==> src/rtl/s2_port_master.sv <==
// Fabric-side initiator for the s2 port of the dual-port on-chip memory.
// Accepts single-word writes and burst reads (1..MAX_LEN words) on a
// valid/ready command port. Read data comes back on a fixed-latency
// response stream that has no backpressure.
module s2_port_master #(
  parameter int ADDR_W     = 12,
  parameter int DATA_W     = 32,
  parameter int BE_W       = 4,
  parameter int RD_LATENCY = 1,
  parameter int MAX_LEN    = 16
) (
  input  logic              clk,
  input  logic              reset,
  input  logic              cmd_valid,
  output logic              cmd_ready,
  input  logic              cmd_write,
  input  logic [ADDR_W-1:0] cmd_addr,
  input  logic [4:0]        cmd_len,
  input  logic [DATA_W-1:0] cmd_wdata,
  input  logic [BE_W-1:0]   cmd_be,
  output logic              rsp_valid,
  output logic [DATA_W-1:0] rsp_data,
  output logic              rsp_last,
  output logic              wr_done,
  output logic              busy,
  output logic [ADDR_W-1:0] s2_address,
  output logic              s2_chipselect,
  output logic              s2_clken,
  output logic              s2_write,
  output logic [DATA_W-1:0] s2_writedata,
  output logic [BE_W-1:0]   s2_byteenable,
  input  logic [DATA_W-1:0] s2_readdata
);

  localparam int LEN_W = $clog2(MAX_LEN + 1);

  typedef enum logic [1:0] {IDLE, WR, RD_ISSUE, RD_DRAIN} state_t;

  state_t              state, state_nxt;
  logic [LEN_W-1:0]    rem, rem_nxt;
  logic [ADDR_W-1:0]   addr_nxt;
  logic [DATA_W-1:0]   wdata_nxt;
  logic [BE_W-1:0]     be_nxt;
  logic                cs_nxt, we_nxt, wr_done_nxt;
  logic                accept;
  logic                issue, issue_last;
  logic                drain_done;
  logic [RD_LATENCY-1:0] vld_p, last_p;

  // Saturate the requested burst length into 1..MAX_LEN.
  function automatic logic [LEN_W-1:0] eff_len(input logic [4:0] len);
    if (len == 5'd0) return LEN_W'(1);
    if (int'(len) > MAX_LEN) return LEN_W'(MAX_LEN);
    return LEN_W'(len);
  endfunction

  // Ready is held low while reset is asserted, so it depends on reset directly.
  assign cmd_ready  = (state == IDLE) && !reset;
  assign accept     = cmd_valid && cmd_ready;
  assign issue      = (state == RD_ISSUE);
  assign issue_last = issue && (rem == LEN_W'(1));
  // The last token reaching the output stage means the pipe empties this edge.
  assign drain_done = vld_p[RD_LATENCY-1] && last_p[RD_LATENCY-1];

  // Next-state and next-output decode; every s2 output is registered from these.
  always_comb begin
    state_nxt   = state;
    rem_nxt     = rem;
    addr_nxt    = s2_address;
    wdata_nxt   = s2_writedata;
    be_nxt      = s2_byteenable;
    cs_nxt      = 1'b0;
    we_nxt      = 1'b0;
    wr_done_nxt = 1'b0;
    case (state)
      IDLE: begin
        if (accept) begin
          addr_nxt = cmd_addr;
          cs_nxt   = 1'b1;
          if (cmd_write) begin
            state_nxt   = WR;
            we_nxt      = 1'b1;
            wr_done_nxt = 1'b1;
            wdata_nxt   = cmd_wdata;
            be_nxt      = cmd_be;
          end else begin
            state_nxt = RD_ISSUE;
            be_nxt    = '1;
            rem_nxt   = eff_len(cmd_len);
          end
        end
      end
      WR: begin
        state_nxt = IDLE;
      end
      RD_ISSUE: begin
        if (rem == LEN_W'(1)) begin
          state_nxt = RD_DRAIN;
        end else begin
          cs_nxt   = 1'b1;
          addr_nxt = s2_address + ADDR_W'(1);
          rem_nxt  = rem - LEN_W'(1);
        end
      end
      RD_DRAIN: begin
        if (drain_done) state_nxt = IDLE;
      end
      default: begin
        state_nxt = IDLE;
      end
    endcase
  end

  // State register and registered s2 / status outputs.
  always_ff @(posedge clk) begin
    if (reset) begin
      state         <= IDLE;
      rem           <= '0;
      s2_address    <= '0;
      s2_writedata  <= '0;
      s2_byteenable <= '0;
      s2_chipselect <= 1'b0;
      s2_write      <= 1'b0;
      s2_clken      <= 1'b0;
      wr_done       <= 1'b0;
      busy          <= 1'b0;
    end else begin
      state         <= state_nxt;
      rem           <= rem_nxt;
      s2_address    <= addr_nxt;
      s2_writedata  <= wdata_nxt;
      s2_byteenable <= be_nxt;
      s2_chipselect <= cs_nxt;
      s2_write      <= we_nxt;
      s2_clken      <= 1'b1;
      wr_done       <= wr_done_nxt;
      busy          <= (state_nxt != IDLE);
    end
  end

  // Read token pipeline: one stage per cycle of s2 read latency.
  always_ff @(posedge clk) begin
    if (reset) begin
      vld_p  <= '0;
      last_p <= '0;
    end else begin
      vld_p[0]  <= issue;
      last_p[0] <= issue_last;
      for (int i = 1; i < RD_LATENCY; i++) begin
        vld_p[i]  <= vld_p[i-1];
        last_p[i] <= last_p[i-1];
      end
    end
  end

  // Response stage: capture s2_readdata when a token leaves the pipeline.
  always_ff @(posedge clk) begin
    if (reset) begin
      rsp_valid <= 1'b0;
      rsp_last  <= 1'b0;
      rsp_data  <= '0;
    end else begin
      rsp_valid <= vld_p[RD_LATENCY-1];
      rsp_last  <= vld_p[RD_LATENCY-1] && last_p[RD_LATENCY-1];
      if (vld_p[RD_LATENCY-1]) rsp_data <= s2_readdata;
    end
  end

endmodule
==> config.mk <==
export PLATFORM = sky130hd
export DESIGN_NAME = s2_port_master
export DESIGN_NICKNAME = d
export VERILOG_FILES = /design/src/rtl/s2_port_master.sv
export SDC_FILE = /design/constraint.sdc
export NUM_CORES = 1
export LEC_CHECK = 0
export BUFFER_PORTS_ARGS = -buffer_cell sky130_fd_sc_hd__buf_2
export CAP_MARGIN = 0
export CORE_ASPECT_RATIO = 1.1
export CORE_MARGIN = 10
export CORE_UTILIZATION = 47
export CTS_CLUSTER_DIAMETER = 40
export DETAILED_ROUTE_END_ITERATION = 10
export PLACE_DENSITY_LB_ADDON = 0.12
export SETUP_SLACK_MARGIN = 0.02
export SLEW_MARGIN = 20
export SYNTH_ARGS = -nofsm -noshare
export SYNTH_HDL_FRONTEND = slang
export SYNTH_SLANG_ARGS = --single-unit
export TNS_END_PERCENT = 10
==> constraint.sdc <==
create_clock -name clk -period 2.4 [get_ports clk]
set_input_delay 0.48 -clock clk [delete_from_list [all_inputs] [get_ports clk]]
set_output_delay 0.48 -clock clk [all_outputs]
set_load 0.02 [all_outputs]
==> results.sh <==
export IMPL_placed_cell_area_sq_um=4790
export IMPL_fin_crit_ns=2.10
export IMPL_viasPerCell=5.06
export IMPL_overflow=0
export IMPL_synth_edff_count=0
export IMPL_ys_ff_latch=95
export IMPL_finalMaxSlewViolations=0
export IMPL_setup_worst_path_end="s2_writedata[2]$_SDFFE_PP0P_"
export IMPL_n_antenna_cell=0
export IMPL_synthesis_nets=530
export IMPL_outcome="completed"
export IMPL_cp_cell_sequence="nor4b_2 -> buf_4 -> nand2_2 -> inv_2 -> nand2_1 -> a21oi_1"
export IMPL_initial_core_util_pct=48.4
export IMPL_place_gp_congestion=0.799
export IMPL_multiInputGateArea_sq_um=1760
export IMPL_ys_types=55
export IMPL_rr_startpoint="state[1]$_SDFF_PP0_"
export IMPL_cp_end_kind="flop"
export IMPL_hold_buffers=0
export IMPL_fin_setup_tns_ns=0
export IMPL_grt_max_degree=49
export IMPL_cp_start_kind="flop"
export IMPL_synth_flop_cell="dfxtp_1"
export IMPL_critical_path_class="reg2reg"
export IMPL_yosys_warnings=0
export IMPL_rsz0062_at_grt="false"
export IMPL_startpoint="state[1]$_SDFF_PP0_"
export IMPL_drive_above_1_share_pct=34.9
export IMPL_r2r_setup_slack_ns=0.30
export IMPL_power_leakage_nw=2.27
export IMPL_ant_nets=0
export IMPL_yosysSeqAreaShare_pct=49.4
export IMPL_cts_tree="yes"
export IMPL_worst_pin_slew_ns=0.554
export IMPL_io_pin_count=177
export IMPL_drt_total_wl_mm=11.1
export IMPL_slew_headroom_pct=63.1
export IMPL_skew_ns=0.0130
export IMPL_grt_pass1_vias=3641
export IMPL_drcViolationCount=0
export IMPL_postCtsSetupRepairBufs=0
export IMPL_syn2layout_area_growth_pct=29.2
export IMPL_placementRows=34
export IMPL_cts_resized=0
export IMPL_p_per_area_nw_per_um2=684
export IMPL_max_freq_mhz=477
export IMPL_rr_endpoint="s2_writedata[2]$_SDFFE_PP0P_"
export IMPL_ff_latch_area_sq_um=1900
export IMPL_synth_area_sq_um=3850
export IMPL_first_pass_iters=4
export IMPL_r2r_cells=6
export IMPL_synth_cells=438
export IMPL_io_buffers=176
export IMPL_hpwl_mm=8.34
export IMPL_min_path_type="in2reg"
export IMPL_clkLatencyLatePin_ns=0.36
export IMPL_crit_slowest_cell="inv_2"
export IMPL_clock_sinks=95
export IMPL_design_area_sq_um=4970
export IMPL_grt_pass1_wl_mm=17.8
export IMPL_dieArea_sq_um=12200
export IMPL_filler_cell_count=718
export IMPL_track_usage_pct=17.3
export IMPL_avgSynthCellArea_sq_um=8.78
export IMPL_hold_viol=0
export IMPL_dieWidth_um=106
export IMPL_max_vdd_ir_drop_mv=0.361
export IMPL_finalCritPeriodShare_pct=87.3
export IMPL_die_h_um=115
export IMPL_avgRoutedWirePerCell_um=15.4
export IMPL_drt_first_iter_violations=123
export IMPL_clk_path_buf_depth=2
export IMPL_cts_root_buf="clkbuf_8"
export IMPL_nets=697
export IMPL_worstPathRequired_ns=2.69
export IMPL_num_vias=3636
export IMPL_antenna_found_initial=0
export IMPL_cts_buffers=9
export IMPL_path_max_fanout=33
export IMPL_crit_arrival_ns=2.38
export IMPL_coreArea_sq_um=7960
export IMPL_clkTransAtPathRegs_ns=0.10
export IMPL_synthArstFlopShare_pct=0
export IMPL_htree_levels=3
export IMPL_drv_cap=0
export IMPL_setup_violations_final=0
export IMPL_max_stage_delay_ns=0.49
## metal layers
metal	vias to the layer above	routed length [um]	global-route usage [%]
met2	111	5340	28.9
met3	6	1130	8.51
met5	-	0	0
li1	1838	-	-
met4	0	55	3.88
met1	1681	4530	19.6
## Yosys cell counts (2+ instances only)
cell type,instances,share of area (%)
a211oi_1,4,0.78
a21oi_1,52,6.8
a22oi_1,3,0.59
a31oi_1,2,0.33
a32o_1,2,0.52
and2_0,3,0.49
and2_1,2,0.33
and3_1,4,0.65
and4_1,2,0.46
buf_1,2,0.20
buf_2,6,0.78
buf_4,5,0.98
buf_6,2,0.59
clkbuf_1,15,1.5
dfxtp_1,95,49
ha_1,3,0.98
inv_1,6,0.59
mux2i_1,34,8.8
nand2_1,77,7.5
nand2b_1,3,0.49
nand3_1,7,0.91
nand4_1,2,0.33
nor2_1,48,4.7
nor3_1,10,1.3
o211ai_1,2,0.39
o21a_1,3,0.59
o21ai_0,12,1.6
o21bai_1,2,0.39
o22ai_1,2,0.33
o2bb2ai_1,2,0.46
o31ai_1,2,0.39
## worst min-delay path by stage
stage	depth (start not counted)	start	slack [ns]	to
finish	3	cmd_wdata[20]	0.34	s2_writedata[20]$_SDFFE_PP0P_
CTS	3	cmd_wdata[20]	0.33	s2_writedata[20]$_SDFFE_PP0P_
detailed placement	2	s2_writedata[28]$_SDFFE_PP0P_	0.44	s2_writedata[28]$_SDFFE_PP0P_
global placement	2	s2_writedata[23]$_SDFFE_PP0P_	0.44	s2_writedata[23]$_SDFFE_PP0P_
floorplan	1	last_p$_SDFF_PP0_	0.45	rsp_last$_SDFF_PP0_
global route	3	cmd_wdata[20]	0.34	s2_writedata[20]$_SDFFE_PP0P_
## worst max-delay path, delay by kind of cell, from the launching register on
kind	cells	cell delay [ns]
AO/OA/AOI/OAI	1	0.14
buffers and inverters	2	0.72
flip-flops	1	0.45
AND/OR/NAND/NOR	3	0.71
## metrics by stage
stage               hold slack (ns)  setup WS (ns)  power, mW  instances  utilization [%]
floorplan                     0.454          0.477       2.19        438                -
global placement              0.439          0.286       2.42        702             60.2
detailed placement            0.444          0.217       2.43        702             60.2
CTS                           0.334          0.273       3.43        718             62.5
global route                  0.340         0.0625       3.57        718             62.5
finish                        0.343          0.304       3.40        718             62.5
## flip-flops by register name (all words and copies together) (netlist names), 2 cells and up
| signal | count |
|---|---|
| rem | 5 |
| s2_address | 12 |
| state | 2 |
| s2_byteenable | 4 |
| rsp_data | 32 |
| s2_writedata | 32 |
## layout make-up
type / count / share of cell area, %
Sequential cell: 95 / 38.3
Tap cell: 108 / 2.72
Clock buffer: 9 / 2.49
Multi-Input combinational cell: 305 / 35.4
Clock inverter: 7 / 1.23
Inverter: 8 / 0.604
Timing Repair Buffer: 186 / 19.2
## cells by family (layout without fill, tap and decap cells)
| family | after synthesis | count (layout) | share of synthesized area, % |
|---|---|---|---|
| compound gates | 97 | 97 | 15.4 |
| mux | 34 | 34 | 8.85 |
| simple gates | 171 | 171 | 20.5 |
| flops | 95 | 95 | 49.4 |
| fa+ha+maj | 3 | 3 | 0.976 |
| buf+inv | 38 | 210 | 4.78 |
## where the power goes
group | switching [mW] | total (mW) | internal, mW
Clock | 0.604 | 1.01 | 0.401
Sequential | 0.0760 | 1.75 | 1.67
Combinational | 0.382 | 0.645 | 0.263
## layout by cell type, fill, tap and decap left out, types with 2 or more instances in the layout
cell and instances:
buf_2 176, o21bai_1 2, buf_4 10, o31ai_1 2
o2bb2ai_1 2, a21oi_1 52, mux2i_1 34, nor2_1 48
inv_6 3, nand2_1 77, inv_1 6, a31oi_1 2
o22ai_1 2, dfxtp_1 94, and2_0 3, clkbuf_8 9
nor3_1 10, a22oi_1 3, and2_1 2, o211ai_1 2
nand3_1 7, nand4_1 2, and3_1 4, inv_8 2
nand2b_1 3, a32o_1 2, o21a_1 3, o21ai_0 12
a211oi_1 4, ha_1 3, and4_1 2
(Power assumes the default switching activity.)
